**src/rtl/seg7_scan_driver_if.sv**
```systemverilog
// Display-side bundle: the RAM word and enable in, the scanned segment/anode pins and frame strobe out.
// Combinational wiring only; no backpressure.
interface seg7_scan_driver_if;
  logic [15:0] value;
  logic        enable;
  logic [6:0]  seg;
  logic [3:0]  an;
  logic        frame_done;

  modport master (output value, enable, input seg, an, frame_done);
  modport slave  (input value, enable, output seg, an, frame_done);
endinterface

```
**src/rtl/seg7_scan_driver.sv**
```systemverilog
// Scans a 16-bit word onto a 4-digit multiplexed 7-segment display, one hex nibble per digit.
// Latency: outputs are registered, 1 cycle. No backpressure: the scan is free-running and value is sampled once per frame.
module seg7_scan_driver #(
  parameter int SCAN_DIV   = 50000,
  parameter bit SEG_ACT_LO = 1'b1,
  parameter bit AN_ACT_LO  = 1'b1,
  parameter bit BLANK_LZ   = 1'b0
) (
  input  logic               clk,
  input  logic               rst_n,
  seg7_scan_driver_if.slave  bus
);
  localparam int PW = (SCAN_DIV > 1) ? $clog2(SCAN_DIV) : 1;
  localparam logic [6:0] SEG_OFF = SEG_ACT_LO ? 7'h7F : 7'h00;
  localparam logic [3:0] AN_OFF  = AN_ACT_LO  ? 4'hF  : 4'h0;

  logic [PW-1:0] presc;
  logic [1:0]    idx;
  logic [15:0]   shadow;
  logic          first;
  logic          frame_done_q;
  logic [6:0]    seg_q;
  logic [3:0]    an_q;

  logic          presc_wrap;
  logic          load;
  logic [3:0]    nib;
  logic          upper_zero;
  logic          blank;
  logic [6:0]    seg_hi;
  logic [3:0]    an_hi;
  logic [6:0]    seg_nxt;
  logic [3:0]    an_nxt;

  assign presc_wrap = (presc == PW'(SCAN_DIV - 1));
  // The first edge after reset reloads too, so a fresh value shows without waiting a whole frame.
  assign load       = first || (presc_wrap && (idx == 2'd3));

  always_comb begin
    nib        = shadow[3:0];
    upper_zero = 1'b0;
    case (idx)
      2'd0: begin nib = shadow[3:0];   upper_zero = 1'b0;                  end
      2'd1: begin nib = shadow[7:4];   upper_zero = (shadow[15:4]  == '0); end
      2'd2: begin nib = shadow[11:8];  upper_zero = (shadow[15:8]  == '0); end
      default: begin nib = shadow[15:12]; upper_zero = (shadow[15:12] == '0); end
    endcase
  end

  always_comb begin
    seg_hi = 7'h00;
    case (nib)
      4'h0: seg_hi = 7'h3F;
      4'h1: seg_hi = 7'h06;
      4'h2: seg_hi = 7'h5B;
      4'h3: seg_hi = 7'h4F;
      4'h4: seg_hi = 7'h66;
      4'h5: seg_hi = 7'h6D;
      4'h6: seg_hi = 7'h7D;
      4'h7: seg_hi = 7'h07;
      4'h8: seg_hi = 7'h7F;
      4'h9: seg_hi = 7'h6F;
      4'hA: seg_hi = 7'h77;
      4'hB: seg_hi = 7'h7C;
      4'hC: seg_hi = 7'h39;
      4'hD: seg_hi = 7'h5E;
      4'hE: seg_hi = 7'h79;
      default: seg_hi = 7'h71;
    endcase
  end

  always_comb begin
    blank   = !bus.enable || (BLANK_LZ && upper_zero);
    an_hi   = blank ? 4'h0 : (4'h1 << idx);
    seg_nxt = blank ? SEG_OFF : (SEG_ACT_LO ? ~seg_hi : seg_hi);
    an_nxt  = AN_ACT_LO ? ~an_hi : an_hi;
  end

  always_ff @(posedge clk or negedge rst_n) begin
    if (!rst_n) begin
      presc        <= '0;
      idx          <= 2'd0;
      shadow       <= 16'h0;
      first        <= 1'b1;
      frame_done_q <= 1'b0;
      seg_q        <= SEG_OFF;
      an_q         <= AN_OFF;
    end else begin
      presc        <= presc_wrap ? '0 : presc + 1'b1;
      if (presc_wrap) idx <= idx + 2'd1;
      if (load) shadow <= bus.value;
      first        <= 1'b0;
      frame_done_q <= load;
      seg_q        <= seg_nxt;
      an_q         <= an_nxt;
    end
  end

  assign bus.seg        = seg_q;
  assign bus.an         = an_q;
  assign bus.frame_done = frame_done_q;
endmodule

```
**src/flat_wrapper.sv**
```systemverilog
// flat-port wrapper written by rule: the top's interface ports become plain ports
module seg7_scan_driver_flat 
#(
  parameter int SCAN_DIV   = 50000,
  parameter bit SEG_ACT_LO = 1'b1,
  parameter bit AN_ACT_LO  = 1'b1,
  parameter bit BLANK_LZ   = 1'b0
)
  (clk, rst_n, bus_value, bus_enable, bus_seg, bus_an, bus_frame_done);
  seg7_scan_driver_if bus_i ();
  input  logic clk;
  input  logic rst_n;
  input wire logic [$bits(bus_i.value)-1:0] bus_value;
  input wire logic [$bits(bus_i.enable)-1:0] bus_enable;
  output wire logic [$bits(bus_i.seg)-1:0] bus_seg;
  output wire logic [$bits(bus_i.an)-1:0] bus_an;
  output wire logic [$bits(bus_i.frame_done)-1:0] bus_frame_done;
  assign bus_i.value = bus_value;
  assign bus_i.enable = bus_enable;
  assign bus_seg = bus_i.seg;
  assign bus_an = bus_i.an;
  assign bus_frame_done = bus_i.frame_done;
  seg7_scan_driver #(.SCAN_DIV(SCAN_DIV), .SEG_ACT_LO(SEG_ACT_LO), .AN_ACT_LO(AN_ACT_LO), .BLANK_LZ(BLANK_LZ)) u_core (.clk(clk), .rst_n(rst_n), .bus(bus_i));
endmodule
```
**config.mk**
```make
export PLATFORM = sky130hd
export DESIGN_NAME = seg7_scan_driver_flat
export DESIGN_NICKNAME = d
export VERILOG_FILES = /design/src/rtl/seg7_scan_driver_if.sv /design/src/rtl/seg7_scan_driver.sv /design/src/flat_wrapper.sv
export SDC_FILE = /design/constraint.sdc
export NUM_CORES = 1
export LEC_CHECK = 0
export ABC_CLOCK_PERIOD_IN_PS = 2100
export CORE_ASPECT_RATIO = 1.25
export CORE_MARGIN = 2
export CORE_UTILIZATION = 25
export CTS_BUF_LIST = sky130_fd_sc_hd__clkbuf_4
export DETAILED_ROUTE_END_ITERATION = 12
export GPL_TIMING_DRIVEN = 0
export PLACE_DENSITY = 0.45
export SYNTH_ARGS = -nofsm -noshare
export SYNTH_HDL_FRONTEND = slang
export SYNTH_SLANG_ARGS = --single-unit
```
**constraint.sdc**
```tcl
create_clock -name clk -period 2.1 [get_ports clk]
set_input_delay 0.315 -clock clk [delete_from_list [all_inputs] [get_ports clk]]
set_output_delay 0.315 -clock clk [all_outputs]
set_load 0.01 [all_outputs]
```
==> impl.org <==
** Global routing
- GRT Max-Usage Layer :: met2
- In the global route stage, met3 resource usage came out at 0.0290.
- Aggregate global-route resource usage :: 0.110
- Global-route track usage on met2 :: 0.186
- Entering global routing, the biggest net connects 40 pins.
- For this run the aggregate overflow at the end of global routing stands at 0.
- Via count of the first global-routing pass :: 1702
- Number of antenna violations at the first check in global routing :: 0
- For this run, global-route usage on met1 was measured as 0.136.
- The first global-routing pass estimated 8430 um of wire.

** Detailed routing
- In the routed design, unresolved DRC markers number 0.
- Router iterations before antenna repair :: 4
- In this run, the number of DRC markers left after iteration 0 of detailed routing was 48.
- The count of nets left with antenna violations once routing finished came out at 0.
- Via count :: 1631
- Dividing the detail-routed via count by the number of cells gives 4.46.
- Dividing the detail-routed wire length by the instance count gives 14.3 um.
- Final WL :: 5230 um

** Floorplanning
- Die height :: 111 um
- In this run the horizontal extent of the chip is 89.4 um.
- Row generation in the floorplan step produced 38 rows.
- Effective utilization at floorplan :: 0.260
- Core area :: 8750 um^2
- 31 I/O pins were placed.
- Die Footprint :: 9890 um^2

** Pwr
- Dividing total power by cell area gives a power density of 600 nW/um^2.
- Summing internal, switching and leakage power gives 1.92 mW.
- In this run the static leakage power is 1.34 nW.
- VDD sags by at most 0.220 mV.

** Setup path
- On the worst path, the slowest cell contributes a delay of 0.51 ns.
- Crit-path max FO :: 5
- Data arrives at the worst endpoint at 2.37 ns.
- Critical Path End Type :: register
- Path type of the worst setup path :: reg2reg
- Counting stages on the worst path, the most repeated cell is sky130_fd_sc_hd__buf_4.
- Slowest cell on the critical path :: sky130_fd_sc_hd__or4b_4
- The worst setup path is launched from a register.
- Required time of the critical path :: 2.38 ns
- Cells along the critical path :: or4b_4 > nor4_4 > buf_4 > a21oi_4 > buf_4 > mux2_1

** Timing
- Derived from the worst setup path, the maximum achievable clock frequency is 477 MHz.
- Final total negative setup slack :: 0 ns
- Max-slew headroom at the worst pin :: 0.529
- Hold is met by 0.313 ns.
- Final number of setup-violating endpoints :: 0
- The number of endpoints with negative hold slack in the final report is 0.
- Counting I/O delays and the setup requirement, the final critical path takes 2.10 ns.
- RSZ-0062 raised after global routing :: yes
- Max Slew Vio Count :: 0
- Of the available clock period, the critical path in the final layout requires 0.998.
- The clock arrives with 0.00720 ns of skew.
- Pin slew with the least headroom to its limit :: 0.701 ns

** Clock tree
- Clock-pin slew was measured on the worst setup and hold paths at 0.16 ns.
- Clock tree buffer depth :: 2
- Sink count of the clock tree :: 47
- For the worst-skew pair, the clock arrives at the later sink with an insertion delay of 0.37 ns.
- Max H-tree Level :: 2
- CTS tree :: done
- The cell sitting at the root of the clock tree is a sky130_fd_sc_hd__clkbuf_4.
- In this run, CTS created clock tree buffers numbering 5.

** Layout
- Compared with the post-synthesis result, the final layout area differs by 40.5%.
- Layout cells sized above 1 :: 0.354
- The finished layout holds 366 standard cells, fillers aside.
- Most frequent standard cell in the layout excluding fill and tap cells :: sky130_fd_sc_hd__dfrtp_1
- Number of diodes :: 0
- Highest-count cells in the layout ignoring fill and taps :: sky130_fd_sc_hd__dfrtp_1 (33), sky130_fd_sc_hd__clkdlybuf4s50_1 (28), sky130_fd_sc_hd__nand2_1 (18)
- Number of nets in the finished design :: 276

** Synth
- Part of the Yosys area used for sequential elements :: 0.523
- Main area contributors after synthesis :: sky130_fd_sc_hd__dfrtp_1 (38%), sky130_fd_sc_hd__dfstp_2 (14%), sky130_fd_sc_hd__ha_1 (6.6%)
- Flip-flop and latch count after synthesis :: 47
- Number of enable-type register cells in the synthesized netlist :: 0
- The Yosys step of the flow raised 0 warnings.
- In the synthesized netlist the async set-or-reset flop fraction comes to 1.00.
- Synth cell types :: 43
- Cell area after synthesis :: 2280 um^2
- Top cell type's share of synthesized area :: 0.385
- Among all flip-flop cells after synthesis, the most frequent one is sky130_fd_sc_hd__dfrtp_1.
- Syn_area_per_cell :: 12.1 um^2
- Syn Nets :: 219
- Synthesis produced 188 cells.
- Cell taking the most area after synthesis :: sky130_fd_sc_hd__dfrtp_1

** Run status
- Result of the run :: finished, final reports clean

** Place
- After detailed placement, the design holds a cell count of 338.
- Routability-driven placement finished with a final weighted congestion of 0.760.
- Detailed placement ended at an HPWL of 3430 um.
- Buffers placed on the I/O ports in this run total 29.

** Min path
- In this run the worst hold path is classified as in2async.

** Run
- Max-cap violations in this run came to 0.
==> report_power, final <==
part / switching [mW] / total (mW) / leakage [nW] / internal (mW)
sequential: 0.0245 / 0.994 / 0.558 / 0.970
combinational: 0.151 / 0.339 / 0.739 / 0.188
clock: 0.330 / 0.587 / 0.0458 / 0.258
==> metrics by stage <==
step           utilization  cell area (um^2)  worst slack, ns
2_1_floorplan            -              2280         -0.00260
3_3_place_gp         0.311              2720           -0.692
3_5_place_dp         0.313              2740           -0.465
4_1_cts              0.353              3090         0.000486
5_1_grt              0.366              3200          -0.0680
6_report             0.366              3200          0.00330
==> layer usage <==
metal	share of wire	vias to the layer above	routed length [um]
met2	0.53	37	2790
met5	0	-	0
met3	0.040	6	210
met4	0.012	0	65
met1	0.41	806	2160
li1	-	782	-
==> repair_timing <==
action,CTS,global route
setup buffers,16,3
hold buffers,1,0
pin swaps,8,2
hold endpoints to repair,7,0
endpoints found under the setup margin,25,23
gates cloned,1,0
gates resized for setup,28,21
==> critical path: cells and delay by family, from the launching register on <==
kind            cells  cell delay (ns)
flops               1             0.45
compound gates      1             0.08
simple gates        2             0.82
mux                 1             0.30
buf+inv             2             0.35
==> final timing paths <==
path	from	to	slack, ns	depth (start not counted)
setup / recovery	u_core.presc[10]$_DFF_PN0_	u_core.shadow[1]$_DFFE_PN0P_	0.003	6
hold / removal	rst_n	u_core.shadow[15]$_DFFE_PN0P_	0.31	2
setup reg to reg	u_core.presc[10]$_DFF_PN0_	u_core.shadow[1]$_DFFE_PN0P_	0.003	6
hold reg to reg	u_core.presc[15]$_DFF_PN0_	u_core.presc[15]$_DFF_PN0_	0.49	1
max in group asynchronous	rst_n	u_core.first$_DFF_PN1_	1.25	3
min in group clk	bus_enable	u_core.bus.an[0]$_DFF_PN1_	0.32	2
==> cells in the mapped netlist, types with 2 or more instances <==
cell / n
sky130_fd_sc_hd__a2111oi_0: 2
sky130_fd_sc_hd__a211oi_1: 2
sky130_fd_sc_hd__a21o_1: 2
sky130_fd_sc_hd__a21oi_1: 4
sky130_fd_sc_hd__a222oi_1: 3
sky130_fd_sc_hd__a31oi_1: 3
sky130_fd_sc_hd__and3_1: 2
sky130_fd_sc_hd__clkbuf_1: 2
sky130_fd_sc_hd__dfrtp_1: 35
sky130_fd_sc_hd__dfstp_2: 12
sky130_fd_sc_hd__ha_1: 12
sky130_fd_sc_hd__inv_1: 9
sky130_fd_sc_hd__mux2_1: 3
sky130_fd_sc_hd__mux2_2: 8
sky130_fd_sc_hd__mux2_4: 9
sky130_fd_sc_hd__mux2i_1: 6
sky130_fd_sc_hd__nand2_1: 18
sky130_fd_sc_hd__nand2b_1: 2
sky130_fd_sc_hd__nand3_1: 8
sky130_fd_sc_hd__nor2_1: 9
sky130_fd_sc_hd__nor2b_1: 3
sky130_fd_sc_hd__nor3_1: 4
sky130_fd_sc_hd__o21ai_0: 3
sky130_fd_sc_hd__o221ai_1: 2
sky130_fd_sc_hd__xnor2_1: 5
sky130_fd_sc_hd__xor2_1: 3
==> layout make-up <==
class,instances,area (um^2)
Timing Repair Buffer,51,490
Fill cell,886,5550
Buffer,3,30.0
Sequential cell,47,1190
Clock buffer,5,37.5
Clock inverter,3,47.5
Inverter,10,50.0
Multi-Input combinational cell,127,1200
Tap cell,120,150
==> kinds of logic after synthesis <==
logic type / count (synthesis) / share of synthesized area
simple gates: 52 / 0.119
flops: 47 / 0.523
compound gates: 28 / 0.0923
mux: 26 / 0.140
buf+inv: 14 / 0.0269
fa+ha+maj: 12 / 0.0659
xor+xnor: 8 / 0.0308
other cells: 1 / 0.00165
==> sequential cells by signal, summed over array words and instances, names as in the netlist <==
register               flops
u_core.bus.an              4
u_core.shadow             16
u_core.bus.seg             7
u_core.idx                 2
u_core.first               1
u_core.bus.frame_done      1
u_core.presc              16
Power figures use the tool's default switching activity.
